### src/rtl/uart_controller.sv
// UART transmitter/receiver with 16x oversampled receive and a one-byte receive holding register.
// Define UART_PARITY_EN to add an even parity bit after D7 (11-bit frame); otherwise the frame is 10 bits.
module uart_controller #(
  parameter int CLK_HZ = 50000000,
  parameter int BAUD   = 9600
) (
  input  logic       clk,
  input  logic       reset,
  input  logic [7:0] UART_TXD,
  input  logic       TX_EN,
  output logic       TX_STATUS,
  output logic [7:0] UART_RXD,
  output logic       RX_EFF,
  input  logic       RX_READ,
  input  logic       uart_rx,
  output logic       uart_tx,
  output logic [2:0] tx_state_dbg,
  output logic [2:0] rx_state_dbg
);

  localparam int TICK_DIV = CLK_HZ / (BAUD * 16);
  localparam int BIT_CLKS = 16 * TICK_DIV;
  localparam int TW = (TICK_DIV > 1) ? $clog2(TICK_DIV) : 1;
  localparam int BW = $clog2(BIT_CLKS);

  localparam logic [2:0] TX_IDLE   = 3'd0;
  localparam logic [2:0] TX_START  = 3'd1;
  localparam logic [2:0] TX_DATA   = 3'd2;
`ifdef UART_PARITY_EN
  localparam logic [2:0] TX_PARITY = 3'd3;
`endif
  localparam logic [2:0] TX_STOP   = 3'd4;

  localparam logic [2:0] RX_IDLE      = 3'd0;
  localparam logic [2:0] RX_START     = 3'd1;
  localparam logic [2:0] RX_DATA      = 3'd2;
`ifdef UART_PARITY_EN
  localparam logic [2:0] RX_PARITY    = 3'd3;
`endif
  localparam logic [2:0] RX_STOP      = 3'd4;
  localparam logic [2:0] RX_WAIT_HIGH = 3'd5;

  // Handshakes: TX_EN is a level whose 0->1 edge in TX_IDLE starts a frame (TX_STATUS=1 means
  // a start will be accepted); RX_EFF=1 marks UART_RXD unread and any cycle with RX_READ=1 consumes it.

  logic [TW-1:0] tick_cnt;
  logic          tick;

  assign tick = (tick_cnt == TW'(TICK_DIV - 1));

  always_ff @(posedge clk or negedge reset) begin
    if (!reset)    tick_cnt <= '0;
    else if (tick) tick_cnt <= '0;
    else           tick_cnt <= tick_cnt + 1'b1;
  end

  // ---------------- transmitter ----------------
  logic [2:0]    tx_state;
  logic [BW-1:0] tx_cnt;
  logic [2:0]    tx_bit;
  logic [7:0]    tx_shift;
  logic          tx_line;
  logic          tx_idle;
  logic          tx_en_d;
  logic          tx_bit_end;
`ifdef UART_PARITY_EN
  logic          tx_par;
`endif

  assign tx_bit_end = (tx_cnt == BW'(BIT_CLKS - 1));

  always_ff @(posedge clk or negedge reset) begin
    if (!reset) begin
      tx_state <= TX_IDLE;
      tx_cnt   <= '0;
      tx_bit   <= '0;
      tx_shift <= '0;
      tx_line  <= 1'b1;
      tx_idle  <= 1'b1;
      tx_en_d  <= 1'b1;
`ifdef UART_PARITY_EN
      tx_par   <= 1'b0;
`endif
    end else begin
      tx_en_d <= TX_EN;
      if (tx_state != TX_IDLE) tx_cnt <= tx_bit_end ? '0 : tx_cnt + 1'b1;
      case (tx_state)
        TX_IDLE: begin
          if (TX_EN && !tx_en_d) begin
            tx_state <= TX_START;
            tx_shift <= UART_TXD;
            tx_line  <= 1'b0;
            tx_idle  <= 1'b0;
            tx_cnt   <= '0;
`ifdef UART_PARITY_EN
            tx_par   <= ^UART_TXD;
`endif
          end
        end
        TX_START: begin
          if (tx_bit_end) begin
            tx_state <= TX_DATA;
            tx_bit   <= '0;
            tx_line  <= tx_shift[0];
            tx_shift <= {1'b0, tx_shift[7:1]};
          end
        end
        TX_DATA: begin
          if (tx_bit_end) begin
            if (tx_bit == 3'd7) begin
`ifdef UART_PARITY_EN
              tx_state <= TX_PARITY;
              tx_line  <= tx_par;
`else
              tx_state <= TX_STOP;
              tx_line  <= 1'b1;
`endif
            end else begin
              tx_bit   <= tx_bit + 1'b1;
              tx_line  <= tx_shift[0];
              tx_shift <= {1'b0, tx_shift[7:1]};
            end
          end
        end
`ifdef UART_PARITY_EN
        TX_PARITY: begin
          if (tx_bit_end) begin
            tx_state <= TX_STOP;
            tx_line  <= 1'b1;
          end
        end
`endif
        TX_STOP: begin
          if (tx_bit_end) begin
            tx_state <= TX_IDLE;
            tx_idle  <= 1'b1;
          end
        end
        default: begin
          tx_state <= TX_IDLE;
          tx_line  <= 1'b1;
          tx_idle  <= 1'b1;
        end
      endcase
    end
  end

  assign uart_tx      = tx_line;
  assign TX_STATUS    = tx_idle;
  assign tx_state_dbg = tx_state;

  // ---------------- receiver ----------------
  logic [1:0] rx_sync;
  logic       rx_s;
  logic [2:0] rx_state;
  logic [3:0] rx_tcnt;
  logic [2:0] rx_bit;
  logic [7:0] rx_shift;
  logic [7:0] rxd_r;
  logic       rx_eff_r;
  logic       rx_par_good;

  assign rx_s = rx_sync[1];

  always_ff @(posedge clk or negedge reset) begin
    if (!reset) rx_sync <= 2'b11;
    else        rx_sync <= {rx_sync[0], uart_rx};
  end

`ifdef UART_PARITY_EN
  logic rx_par_ok;
  assign rx_par_good = rx_par_ok;
`else
  assign rx_par_good = 1'b1;
`endif

  always_ff @(posedge clk or negedge reset) begin
    if (!reset) begin
      rx_state <= RX_IDLE;
      rx_tcnt  <= '0;
      rx_bit   <= '0;
      rx_shift <= '0;
      rxd_r    <= '0;
      rx_eff_r <= 1'b0;
`ifdef UART_PARITY_EN
      rx_par_ok <= 1'b1;
`endif
    end else begin
      // A byte landing this cycle overrides the read-clear below (latest byte wins).
      if (RX_READ) rx_eff_r <= 1'b0;
      if (tick) rx_tcnt <= rx_tcnt + 1'b1;
      case (rx_state)
        RX_IDLE: begin
          if (!rx_s) begin
            rx_state <= RX_START;
            rx_tcnt  <= '0;
          end
        end
        RX_START: begin
          if (tick && rx_tcnt == 4'd7) begin
            rx_tcnt  <= '0;
            rx_bit   <= '0;
            rx_state <= rx_s ? RX_IDLE : RX_DATA;
          end
        end
        RX_DATA: begin
          if (tick && rx_tcnt == 4'd15) begin
            rx_shift <= {rx_s, rx_shift[7:1]};
            if (rx_bit == 3'd7) begin
`ifdef UART_PARITY_EN
              rx_state <= RX_PARITY;
`else
              rx_state <= RX_STOP;
`endif
            end else begin
              rx_bit <= rx_bit + 1'b1;
            end
          end
        end
`ifdef UART_PARITY_EN
        RX_PARITY: begin
          if (tick && rx_tcnt == 4'd15) begin
            rx_par_ok <= (rx_s == ^rx_shift);
            rx_state  <= RX_STOP;
          end
        end
`endif
        RX_STOP: begin
          if (tick && rx_tcnt == 4'd15) begin
            if (rx_s) begin
              rx_state <= RX_IDLE;
              if (rx_par_good) begin
                rxd_r    <= rx_shift;
                rx_eff_r <= 1'b1;
              end
            end else begin
              rx_state <= RX_WAIT_HIGH;
            end
          end
        end
        RX_WAIT_HIGH: begin
          if (rx_s) rx_state <= RX_IDLE;
        end
        default: rx_state <= RX_IDLE;
      endcase
    end
  end

  assign UART_RXD     = rxd_r;
  assign RX_EFF       = rx_eff_r;
  assign rx_state_dbg = rx_state;

endmodule
### config.mk
export PLATFORM = sky130hd
export DESIGN_NAME = uart_controller
export DESIGN_NICKNAME = d
export VERILOG_FILES = /design/src/rtl/uart_controller.sv
export SDC_FILE = /design/constraint.sdc
export NUM_CORES = 1
export LEC_CHECK = 0
export CORE_MARGIN = 5
export CORE_UTILIZATION = 50
export CTS_CLUSTER_DIAMETER = 150
export DETAILED_ROUTE_END_ITERATION = 8
export PLACE_DENSITY = 0.72
export SYNTH_ARGS = -nofsm -noshare
export SYNTH_HDL_FRONTEND = slang
export SYNTH_SLANG_ARGS = --single-unit
### constraint.sdc
create_clock -name clk -period 2.5 [get_ports clk]
set_clock_uncertainty 0.15 [all_clocks]
set_input_delay 0.375 -clock clk [delete_from_list [all_inputs] [get_ports clk]]
set_output_delay 0.375 -clock clk [all_outputs]
set_load 0.01 [all_outputs]
==> results_dict.tcl <==
set metrics [dict create \
    synth_top_family_by_area "simple AND/OR/NAND/NOR gates" \
    power.internal_w 0.00230 \
    synth_fa_ha_area_share_pct 3.02 \
    crit_path_end_kind "flop" \
    clock_sinks 68 \
    cp.required_ns 2.58 \
    layout_common_cells "dfrtp_1 (63), mux2_2 (33), clkdlybuf4s50_1 (28), nor2_1 (18), buf_4 (17)" \
    drt_iter0_markers 89 \
    path_cells "or4_4, buf_4, or4_2, or2_2, a21o_1" \
    grtUsageTotal_pct 16.1 \
    synth-seq-cells 68 \
    fillers 510 \
    r2r_end "tx_bit[0]" \
    final_antenna_net_count 0 \
    portBuffers 29 \
    fin_util_pct 63.1 \
    final_common_cell "dfrtp_1" \
    vias_per_cell 5.65 \
    cts_buffers 9 \
    period_needed_ns 2.42 \
    synthArstFlopShare_pct 100 \
    postCtsResizedCells 0 \
    hp-start "rx_sync[0]" \
    ys.flop_type "dfrtp_1" \
    setup_violations 0 \
    multi_input_area_sq_um 1530 \
    clockBufferDepth 2 \
    grt_overflow 0 \
    die_area_sq_um 8350 \
    htreeDepth 3 \
    ff2ff_path_depth 5 \
    clk_latency_ns 0.34 \
    hold_viol_final 0 \
    drt-total-wl_mm 6.20 \
    synth_warnings 0 \
    p_comb_share_pct 18.9 \
    timing.fmax_mhz 414 \
    drcViolationCount 0 \
    cts_root_buffer "clkbuf_8" \
    synth_xor_area_share_pct 2.91 \
    ys_seq_area_share_pct 51.6 \
    antenna_cells 0 \
    path_clk_slew_ns 0.07 \
    critPathArrivalTime_ns 2.50 \
    regArea_sq_um 1710 \
    grt_max_degree 42 \
    switching_share_pct 26.3 \
    cp_top_family "simple AND/OR/NAND/NOR gates" \
    gp_congestion 0.832 \
    cts_tree "yes" \
    min_to "rx_sync[1]" \
    num_vias 2412 \
    powerDensity_nw_per_um2 772 \
    netlist_area_sq_um 3310 \
    crit_buf_inv 1 \
    start_util_pct 51.8 \
    synth-edff-count 0 \
    startpoint "tx_cnt[9]" \
    tightest_slew_ns 0.578 \
    core-area_sq_um 6390 \
    drive_gt1_share_pct 21.7 \
    peakVddDrop_mv 0.572 \
    r2r_slack_ns 0.08 \
    path_max_fanout 4 \
    synth_cell_types 48 \
    antenna_found_initial 0 \
    hp-class "flop to flop" \
    total_power_w 0.00311 \
    cap_violations 0 \
    critical_path_class "flop to flop" \
    finalCritPeriodShare_pct 96.7 \
    synth-compound-area-share_pct 11.5 \
    start_kind "flop" \
    fp.dieH_microns 91.4 \
    p_leak_nw 1.81 \
    timing.rr.start "tx_cnt[9]" \
    avgSynthCellArea_sq_um 11.1 \
    ios 30 \
    outcome "completed" \
    instances_no_fill 427 \
    slew_violations 0 \
    cp_slowest_stage_delay_ns 0.59 \
    p_clk_share_pct 35.2 \
    synth_fp_nets 320 \
    first_pass_iters 4 \
    whs_path_depth 0 \
    fp.dieW_microns 91.4 \
    grt_pass1_wl_mm 11.1 \
    synth_cells 299 \
    layout.nets 366 \
    grt_pass1_vias 2399 \
    finalSetupTns_ns 0 \
    place_inst 410 \
    p_sw_w 0.000818 \
    synthMuxAreaShare_pct 12.1 \
    p_seq_share_pct 45.9 \
    num_rows 29 \
    cp_slowest_cell "or4_2" \
    area_growth_pct 21.8 \
    hpwl_mm 4.28 \
    post_cts.repair.setup_buffers 0 \
    synthSimpleGateAreaFrac_pct 16.6 \
    wl_per_cell_microns 14.5 \
    relSlewSlack_pct 61.4 \
    rsz0062_at_grt "false" \
]
-- worst max path at each step --
stage / slack (ns) / cells past startpoint / endpoint
5_1_grt: 0.006 / 5 / tx_bit[0]
2_1_floorplan: 0.06 / 5 / tx_shift[0]
3_3_place_gp: 0.09 / 4 / tx_shift[3]
6_report: 0.08 / 5 / tx_bit[0]
4_1_cts: 0.06 / 4 / tx_shift[5]
3_5_place_dp: 0.05 / 4 / tx_shift[0]
-- state kept, by name, summed over array words and instances (netlist names) --
name          count
RX_EFF            1
TX_STATUS         1
UART_RXD          8
rx_bit            3
rx_shift          8
rx_state_dbg      3
rx_sync           2
rx_tcnt           4
tick_cnt          9
tx_bit            3
tx_cnt           13
tx_en_d           1
tx_shift          8
tx_state_dbg      3
uart_tx           1
-- cells by family (layout without fill, tap and decap cells) --
logic type	Yosys count	after routing
AOI/OAI and AO/OA	58	58
xor gates and xnor gates	11	11
adders and majority gates	8	8
buffers and inverters	19	70
DFF	68	68
muxes	36	36
and+or+nand+nor	99	99
-- area by class of cell --
class	instances	area share (%)
multi-input combinational	212	37.9
inverter	7	0.652
clock buffer	10	3.41
clock inverter	6	2.76
sequential	68	42.4
tap	77	2.39
timing repair buffer	47	10.5
-- power by group through the flow --
stage               combinational (W)  clock, W  sequential (W)
floorplan                    0.000380         0         0.00142
global placement             0.000564         0         0.00144
detailed placement           0.000582         0         0.00145
CTS                          0.000589   0.00113         0.00143
global route                 0.000657   0.00118         0.00146
finish                       0.000587   0.00110         0.00143
-- metrics by stage --
| stage | setup slack (ns) | hold slack (ns) | area, sq um |
|---|---|---|---|
| after floorplan | 0.0619 | -0.0706 | 3310 |
| after global placement | 0.0925 | 0.203 | 3770 |
| after detailed placement | 0.0516 | 0.208 | 3770 |
| after CTS | 0.0558 | 0.218 | 4030 |
| after global routing | 0.00632 | 0.224 | 4030 |
| final | 0.0829 | 0.215 | 4030 |
-- what timing repair did --
action                                 CTS  global route
hold buffers                             1             0
setup endpoints to repair                0             6
endpoints found under the hold margin   63             0
-- metal layers --
layer	global-route usage (%)	up-vias	part of all wire, %
met5	0	-	0
met2	25.2	53	47
met4	4.77	0	1.0
li1	-	1183	-
met3	4.96	7	5.4
met1	21.5	1169	46
-- worst reg2reg max path, cell delays in order, from the launching register on --
cell and delay [ns]:
dfrtp_1 0.38, or4_4 0.54, buf_4 0.16, or4_2 0.59, or2_2 0.33, a21o_1 0.18
-- cell usage after synthesis (3+ instances only) --
cell type  count  area share (%)
and2_1         4            0.76
nor2b_1        5            0.94
o22ai_1        3            0.57
a21o_1         4            0.91
xnor2_1        6             1.6
nor2_1        18             2.0
dfstp_2        5             4.0
ha_1           8             3.0
o21ai_0       12             1.8
xor2_1         5             1.3
mux2_2        33              11
nand3_1        9             1.4
clkbuf_1      11             1.2
nand4_1        5            0.94
a31oi_1       10             1.9
and3_1         7             1.3
nand2b_1       9             1.7
dfrtp_1       63              48
a21oi_1       12             1.8
nor4_1         5            0.94
nand2_1       16             1.8
nor3b_1        4            0.91
inv_1          7            0.79
nand3b_1       3            0.68
nor3_1         4            0.60
mux2i_1        3            0.91
Note: power is estimated with default switching activity, not from simulation.
